## src/rtl/eth_frame_tx.sv

```systemverilog
// Ethernet frame serializer: preamble/SFD, MAC headers, payload with zero pad,
// reflected CRC-32 FCS and inter-frame gap; one bit per BIT_DIV clocks, LSB first.
module eth_frame_tx #(
  parameter int BIT_DIV  = 2,
  parameter int IFG_BITS = 96
) (
  input  logic        CLK,
  input  logic        RST,
  input  logic        start,
  input  logic [47:0] dst_mac,
  input  logic [47:0] src_mac,
  input  logic [15:0] eth_type,
  input  logic [7:0]  pl_data,
  input  logic        pl_valid,
  input  logic        pl_last,
  output logic        pl_ready,
  output logic        tx_bit,
  output logic        tx_active,
  output logic        busy,
  output logic        done,
  output logic        err
);
  localparam int DW = (BIT_DIV > 1) ? $clog2(BIT_DIV) : 1;
  localparam int IFG_CYC = IFG_BITS * BIT_DIV;
  localparam int GW = (IFG_CYC > 1) ? $clog2(IFG_CYC) : 1;
  localparam logic [31:0] POLY = 32'hEDB88320;
  localparam logic [10:0] MIN_PAY = 11'd46;
  localparam logic [10:0] MAX_PAY = 11'd1500;

  typedef enum logic [3:0] {
    IDLE, PREAMBLE, SFD, DST, SRC, TYPE, PAYLOAD, PAD, FCS, IFG
  } state_t;

  state_t        state_q;
  logic [DW-1:0] div_q;
  logic [4:0]    bit_q;
  logic [2:0]    byte_q;
  logic [10:0]   pay_q;
  logic [GW-1:0] gap_q;
  logic [31:0]   sh_q;
  logic [31:0]   crc_q;
  logic [31:0]   crc_d;
  logic [111:0]  hdr_q;
  logic [7:0]    holdData_q;
  logic          holdValid_q;
  logic          holdLast_q;
  logic          lastAcc_q;
  logic          curLast_q;
  logic          bitEnd;
  logic          lastBit;
  logic          wantPay;
  logic          crcEn;

  always_comb begin
    crc_d   = {1'b0, crc_q[31:1]} ^ ((crc_q[0] ^ tx_bit) ? POLY : 32'h0);
    bitEnd  = (div_q == DW'(BIT_DIV - 1));
    lastBit = (state_q == FCS) ? (bit_q == 5'd31) : (bit_q == 5'd7);
    wantPay = (state_q == TYPE && byte_q == 3'd1) ||
              (state_q == PAYLOAD && !curLast_q && pay_q != MAX_PAY);
    crcEn   = state_q inside {DST, SRC, TYPE, PAYLOAD, PAD};
  end

  assign pl_ready = !holdValid_q && !lastAcc_q && (state_q == TYPE || state_q == PAYLOAD);

  always_ff @(posedge CLK) begin
    if (RST) begin
      state_q     <= IDLE;
      div_q       <= '0;
      bit_q       <= '0;
      byte_q      <= '0;
      pay_q       <= '0;
      gap_q       <= '0;
      sh_q        <= '0;
      crc_q       <= '1;
      hdr_q       <= '0;
      holdData_q  <= '0;
      holdValid_q <= 1'b0;
      holdLast_q  <= 1'b0;
      lastAcc_q   <= 1'b0;
      curLast_q   <= 1'b0;
      tx_bit      <= 1'b0;
      tx_active   <= 1'b0;
      busy        <= 1'b0;
      done        <= 1'b0;
      err         <= 1'b0;
    end else begin
      done <= 1'b0;
      err  <= 1'b0;
      if (pl_valid && pl_ready) begin
        holdData_q  <= pl_data;
        holdLast_q  <= pl_last;
        holdValid_q <= 1'b1;
        lastAcc_q   <= pl_last;
      end
      if (bitEnd && crcEn) crc_q <= crc_d;
      unique case (state_q)
        IDLE: begin
          if (start) begin
            state_q     <= PREAMBLE;
            hdr_q       <= {dst_mac, src_mac, eth_type};
            crc_q       <= '1;
            sh_q        <= 32'h55;
            tx_bit      <= 1'b1;
            tx_active   <= 1'b1;
            busy        <= 1'b1;
            div_q       <= '0;
            bit_q       <= '0;
            byte_q      <= '0;
            pay_q       <= '0;
            holdValid_q <= 1'b0;
            lastAcc_q   <= 1'b0;
            curLast_q   <= 1'b0;
          end
        end
        IFG: begin
          if (gap_q == GW'(IFG_CYC - 1)) begin
            state_q <= IDLE;
            busy    <= 1'b0;
          end else begin
            gap_q <= gap_q + GW'(1);
          end
        end
        default: begin
          div_q <= bitEnd ? '0 : div_q + DW'(1);
          if (bitEnd && !lastBit) begin
            bit_q  <= bit_q + 5'd1;
            sh_q   <= sh_q >> 1;
            tx_bit <= sh_q[1];
          end else if (bitEnd) begin
            bit_q <= '0;
            if (state_q == FCS) begin
              state_q   <= IFG;
              gap_q     <= '0;
              tx_active <= 1'b0;
              tx_bit    <= 1'b0;
              done      <= 1'b1;
            end else if (wantPay && holdValid_q) begin
              state_q     <= PAYLOAD;
              sh_q        <= {24'h0, holdData_q};
              tx_bit      <= holdData_q[0];
              holdValid_q <= 1'b0;
              curLast_q   <= holdLast_q;
              pay_q       <= pay_q + 11'd1;
            end else if (wantPay || (state_q == PAYLOAD && !curLast_q)) begin
              // Underrun or oversize: drop the frame without an FCS.
              state_q     <= IFG;
              gap_q       <= '0;
              tx_active   <= 1'b0;
              tx_bit      <= 1'b0;
              err         <= 1'b1;
              holdValid_q <= 1'b0;
            end else if ((state_q == PAYLOAD || state_q == PAD) && pay_q >= MIN_PAY) begin
              state_q <= FCS;
              sh_q    <= ~crc_d;
              tx_bit  <= ~crc_d[0];
            end else if (state_q == PAYLOAD || state_q == PAD) begin
              state_q <= PAD;
              sh_q    <= '0;
              tx_bit  <= 1'b0;
              pay_q   <= pay_q + 11'd1;
            end else begin
              case (state_q)
                PREAMBLE: begin
                  byte_q <= (byte_q == 3'd6) ? 3'd0 : byte_q + 3'd1;
                  sh_q   <= (byte_q == 3'd6) ? 32'hD5 : 32'h55;
                  tx_bit <= 1'b1;
                  if (byte_q == 3'd6) state_q <= SFD;
                end
                default: begin
                  // Header bytes come off the top of the captured dst/src/type word.
                  sh_q   <= {24'h0, hdr_q[111:104]};
                  tx_bit <= hdr_q[104];
                  hdr_q  <= hdr_q << 8;
                  byte_q <= byte_q + 3'd1;
                  if (state_q == SFD) begin
                    state_q <= DST;
                    byte_q  <= '0;
                  end else if (state_q == DST && byte_q == 3'd5) begin
                    state_q <= SRC;
                    byte_q  <= '0;
                  end else if (state_q == SRC && byte_q == 3'd5) begin
                    state_q <= TYPE;
                    byte_q  <= '0;
                  end
                end
              endcase
            end
          end
        end
      endcase
    end
  end

endmodule

```

## config.mk

```make
export PLATFORM = sky130hd
export DESIGN_NAME = eth_frame_tx
export DESIGN_NICKNAME = d
export VERILOG_FILES = /design/src/rtl/eth_frame_tx.sv
export SDC_FILE = /design/constraint.sdc
export NUM_CORES = 1
export LEC_CHECK = 0
export ABC_AREA = 1
export CAP_MARGIN = 20
export CELL_PAD_IN_SITES_DETAIL_PLACEMENT = 0
export CELL_PAD_IN_SITES_GLOBAL_PLACEMENT = 2
export CORE_UTILIZATION = 30
export DETAILED_ROUTE_END_ITERATION = 16
export GPL_TIMING_DRIVEN = 0
export PLACE_DENSITY = 0.77
export SLEW_MARGIN = 10
export SYNTH_ARGS = -nofsm -noshare
export SYNTH_HDL_FRONTEND = slang
export SYNTH_SLANG_ARGS = --single-unit
```

## constraint.sdc

```tcl
create_clock -name CLK -period 2.75 [get_ports CLK]
set_clock_uncertainty 0.2 [all_clocks]
set_input_delay 0.4125 -clock CLK [delete_from_list [all_inputs] [get_ports CLK]]
set_output_delay 0.4125 -clock CLK [all_outputs]
set_load 0.02 [all_outputs]
```

==> results of run 1 <==
[metal layers]
metal / wire (um) / up-vias / track usage (%)
li1: - / 5889 / -
met1: 17970 / 4926 / 26.97
met2: 16260 / 202 / 30.51
met3: 1495 / 38 / 2.343
met4: 650 / 0 / 3.966
met5: 0 / - / 0
[sequential cells by signal, indices dropped and copies added (netlist names), 3 cells and up]
signal	count
byte_q	3
bit_q	5
crc_q	32
gap_q	8
hdr_q	112
state_q	4
pay_q	11
sh_q	31
holdData_q	8
[cells by family after synthesis]
group,Yosys count,share of synthesized area (%)
AO/OA/AOI/OAI,232,10.71
AND/OR/NAND/NOR,1072,38.57
adder cells (fa/ha/maj),8,0.8975
XOR/XNOR,24,1.885
buffers and inverters,200,7.729
flip-flops,224,40.21
[worst max-delay path, delay by kind of cell (launching register included)]
kind / cells / cell delay [ns]
simple gates: 7 / 1.16
flops: 1 / 0.35
buf+inv: 5 / 0.80
[what timing repair did]
action | CTS | global route
resized for setup | 6 | 28
hold buffers | 0 | 0
pin swaps | 1 | 1
setup buffers | 1 | 2
setup endpoints to repair | 113 | 145
endpoints found under the hold margin | 0 | 0
[layout by cell type, fill, tap and decap left out, types with 3 or more instances in the layout]
cell type,count
o21ai_0,63
nand2_2,3
nor2_1,350
clkbuf_2,12
nand3b_1,7
clkinv_2,5
ha_1,8
clkdlybuf4s50_1,128
dfxtp_1,224
buf_2,11
a21oi_1,62
clkbuf_16,28
o21ai_1,94
o211ai_1,8
nand2_1,588
nor3_1,7
buf_6,7
xor2_1,21
nor2_2,3
clkbuf_4,3
xnor2_1,3
inv_2,10
buf_4,13
nand3_2,3
nand3_1,66
nand4_1,35
clkbuf_8,4
buf_1,10
clkinv_1,3
inv_1,81
clkbuf_1,61
[path summary, 6_finish.rpt]
path | from | end | slack, ns
worst max register to register | state_q[3] | hdr_q[109] | 0.12
worst min register to register | lastAcc_q | lastAcc_q | 0.25
worst max-delay path | state_q[3] | hdr_q[109] | 0.12
worst min-delay path | RST | pay_q[4] | 0.09
[layout make-up]
| type | instances | area [um^2] | area share [%] |
|---|---|---|---|
| Tap cell | 468 | 585.6 | 4.179 |
| Multi-Input combinational cell | 1336 | 5842 | 41.69 |
| Clock inverter | 8 | 101.3 | 0.7233 |
| Timing Repair Buffer | 132 | 1325 | 9.456 |
| Clock buffer | 41 | 789.5 | 5.634 |
| Sequential cell | 224 | 4484 | 32.00 |
| Buffer | 106 | 531.8 | 3.795 |
| Inverter | 94 | 352.8 | 2.518 |
[where the power goes]
group          total (mW)  internal, mW  leakage (nW)  switching (mW)
registers            4.70          4.23          1.84           0.461
clock network        3.64          2.16         0.439            1.47
logic                11.3          3.62          4.06            7.72
==> key figures, run 1 <==
Detailed routing
  • Final WL: 36,380 um
  • DRC: 0
  • DR vias/cell: 4.589
  • Vias: 11,055
  • Antenna-violating nets left: 0
  • Initial DRC count: 602
  • DR WL/cell: 15.10 um
  • DR pass1 iterations: 5

STA
  • Fin Hold WS: 0.09063 ns
  • Max-Slew Margin vs Limit: 44.01%
  • Hold Fails Final Rpt: 0
  • Worst Max-Slew Pin Slew: 0.8399 ns
  • Min Tclk post-route: 2.626 ns
  • Setup violators final: 0
  • Final Cycle Share: 95.48%
  • Pins Over Slew Limit: 0
  • Unrepaired setup endpoints after global routing: yes
  • Max frequency: 380.9 MHz
  • Final worst slack: 0.1244 ns
  • Final TNS setup: 0 ns

Global routing
  • Vias in the first global route: 10,548
  • First-pass GRT wire length: 57,590 um
  • Largest net degree at the start of global routing: 15
  • Total grt overflow: 0
  • Total track usage: 18.94%
  • Initial antenna violation count: 0

Power and ir drop
  • Pleak: 6.339 nW
  • Pwr Total: 19.68 mW
  • PwrDens: 1404 nW/um^2
  • Worst vdd ir: 0.5352 mV

Worst setup path
  • Slowest-stage cell, CP: dfxtp_1
  • Crit path kind: register to register
  • Crit. End Element: register
  • Critical path arrival: 2.86 ns
  • Slowest stage delay, CP: 0.35 ns
  • Most frequent CP cell: nor2_1
  • R2R depth: 12
  • Worst-path cell chain: nor2_1 -> nand2_1 -> clkbuf_4 -> nand3_4 -> nand2_2 -> nor3_4 -> buf_12 -> inv_2 -> buf_4 -> buf_6 -> nor2_1 -> nor2_1
  • Crit path max fanout: 10
  • Crit start category: register
  • CP required: 2.99 ns

Finish
  • Layout cells sized above 1: 5.873%
  • Area growth syn-to-layout: 25.63%
  • Final antenna diode count: 0
  • Final Util: 38.27%
  • Fillcell total: 4,051
  • Layout Cells excl Fill: 2,409
  • # nets final: 2,055
  • Final Instance Area: 14,010 um^2

CTS
  • Sink Count: 224
  • TritonCTS clock tree: built
  • CTS H-tree lvls: 1
  • Root Driver: clkbuf_16
  • Num CTS Buffers: 28
  • Clock-pin slew on the worst setup and hold paths: 0.06 ns
  • Longest Clk Path Bufs: 3
  • Clk Latency, worst-skew pair: 0.55 ns

Yosys
  • Post-synthesis sequential area ratio: 40.21%
  • Syn nets: 1,893
  • Most frequent cell after synthesis: nand2_1
  • #FFs+latches synth: 224
  • Main flop type after synthesis: dfxtp_1
  • Synth Warn #: 0
  • Synth cell count leaders: nand2_1, nor2_1, dfxtp_1
  • Top post-synthesis cells by area: dfxtp_1, nand2_1, nor2_1
  • Leading area contributor after synthesis: dfxtp_1
  • Mapped Area: 11,150 um^2
  • Number of synthesized flops with an enable pin: 0
  • Unique cell type count in the Yosys netlist: 34
  • Asr flop ratio synth: 0%
  • Mean Syn Cell Area: 6.337 um^2
  • Post-synth top area share: 40.21%
  • Cells after Synth: 1,760

Floorplan
  • Die H: 194.8 um
  • DIE AREA: 37,950 um^2
  • Core area: 36,610 um^2
  • Starting Density: 30.46%
  • Ports: 131
  • Rows: 70
  • Chip width: 194.8 um

Worst hold path
  • Hold path depth: 2
  • Worst hold-check path type: primary input to register

Flow run
  • Max cap viols: 0

Place
  • Pre-CTS setup slack: -0.2462 ns
  • Post-DP HPWL: 26,910 um
  • RePlAce Congestion: 0.8534
  • DP Area: 13,030 um^2
  • Placed Cells: 2,357
  • Port Buffers: 129

Outcome
  • Outcome: complete, no violations
No activity file was read; power rests on OpenSTA's default activity.
==> run 2: changes to the inputs <==
--- a/config.mk
+++ b/config.mk
@@ -13,7 +13,6 @@
 export DETAILED_ROUTE_END_ITERATION = 16
 export GPL_TIMING_DRIVEN = 0
 export PLACE_DENSITY = 0.77
-export SLEW_MARGIN = 10
 export SYNTH_ARGS = -nofsm -noshare
 export SYNTH_HDL_FRONTEND = slang
 export SYNTH_SLANG_ARGS = --single-unit
==> results of run 2 <==
No change in the layout: final DEF, timing and power equal those of run 1.
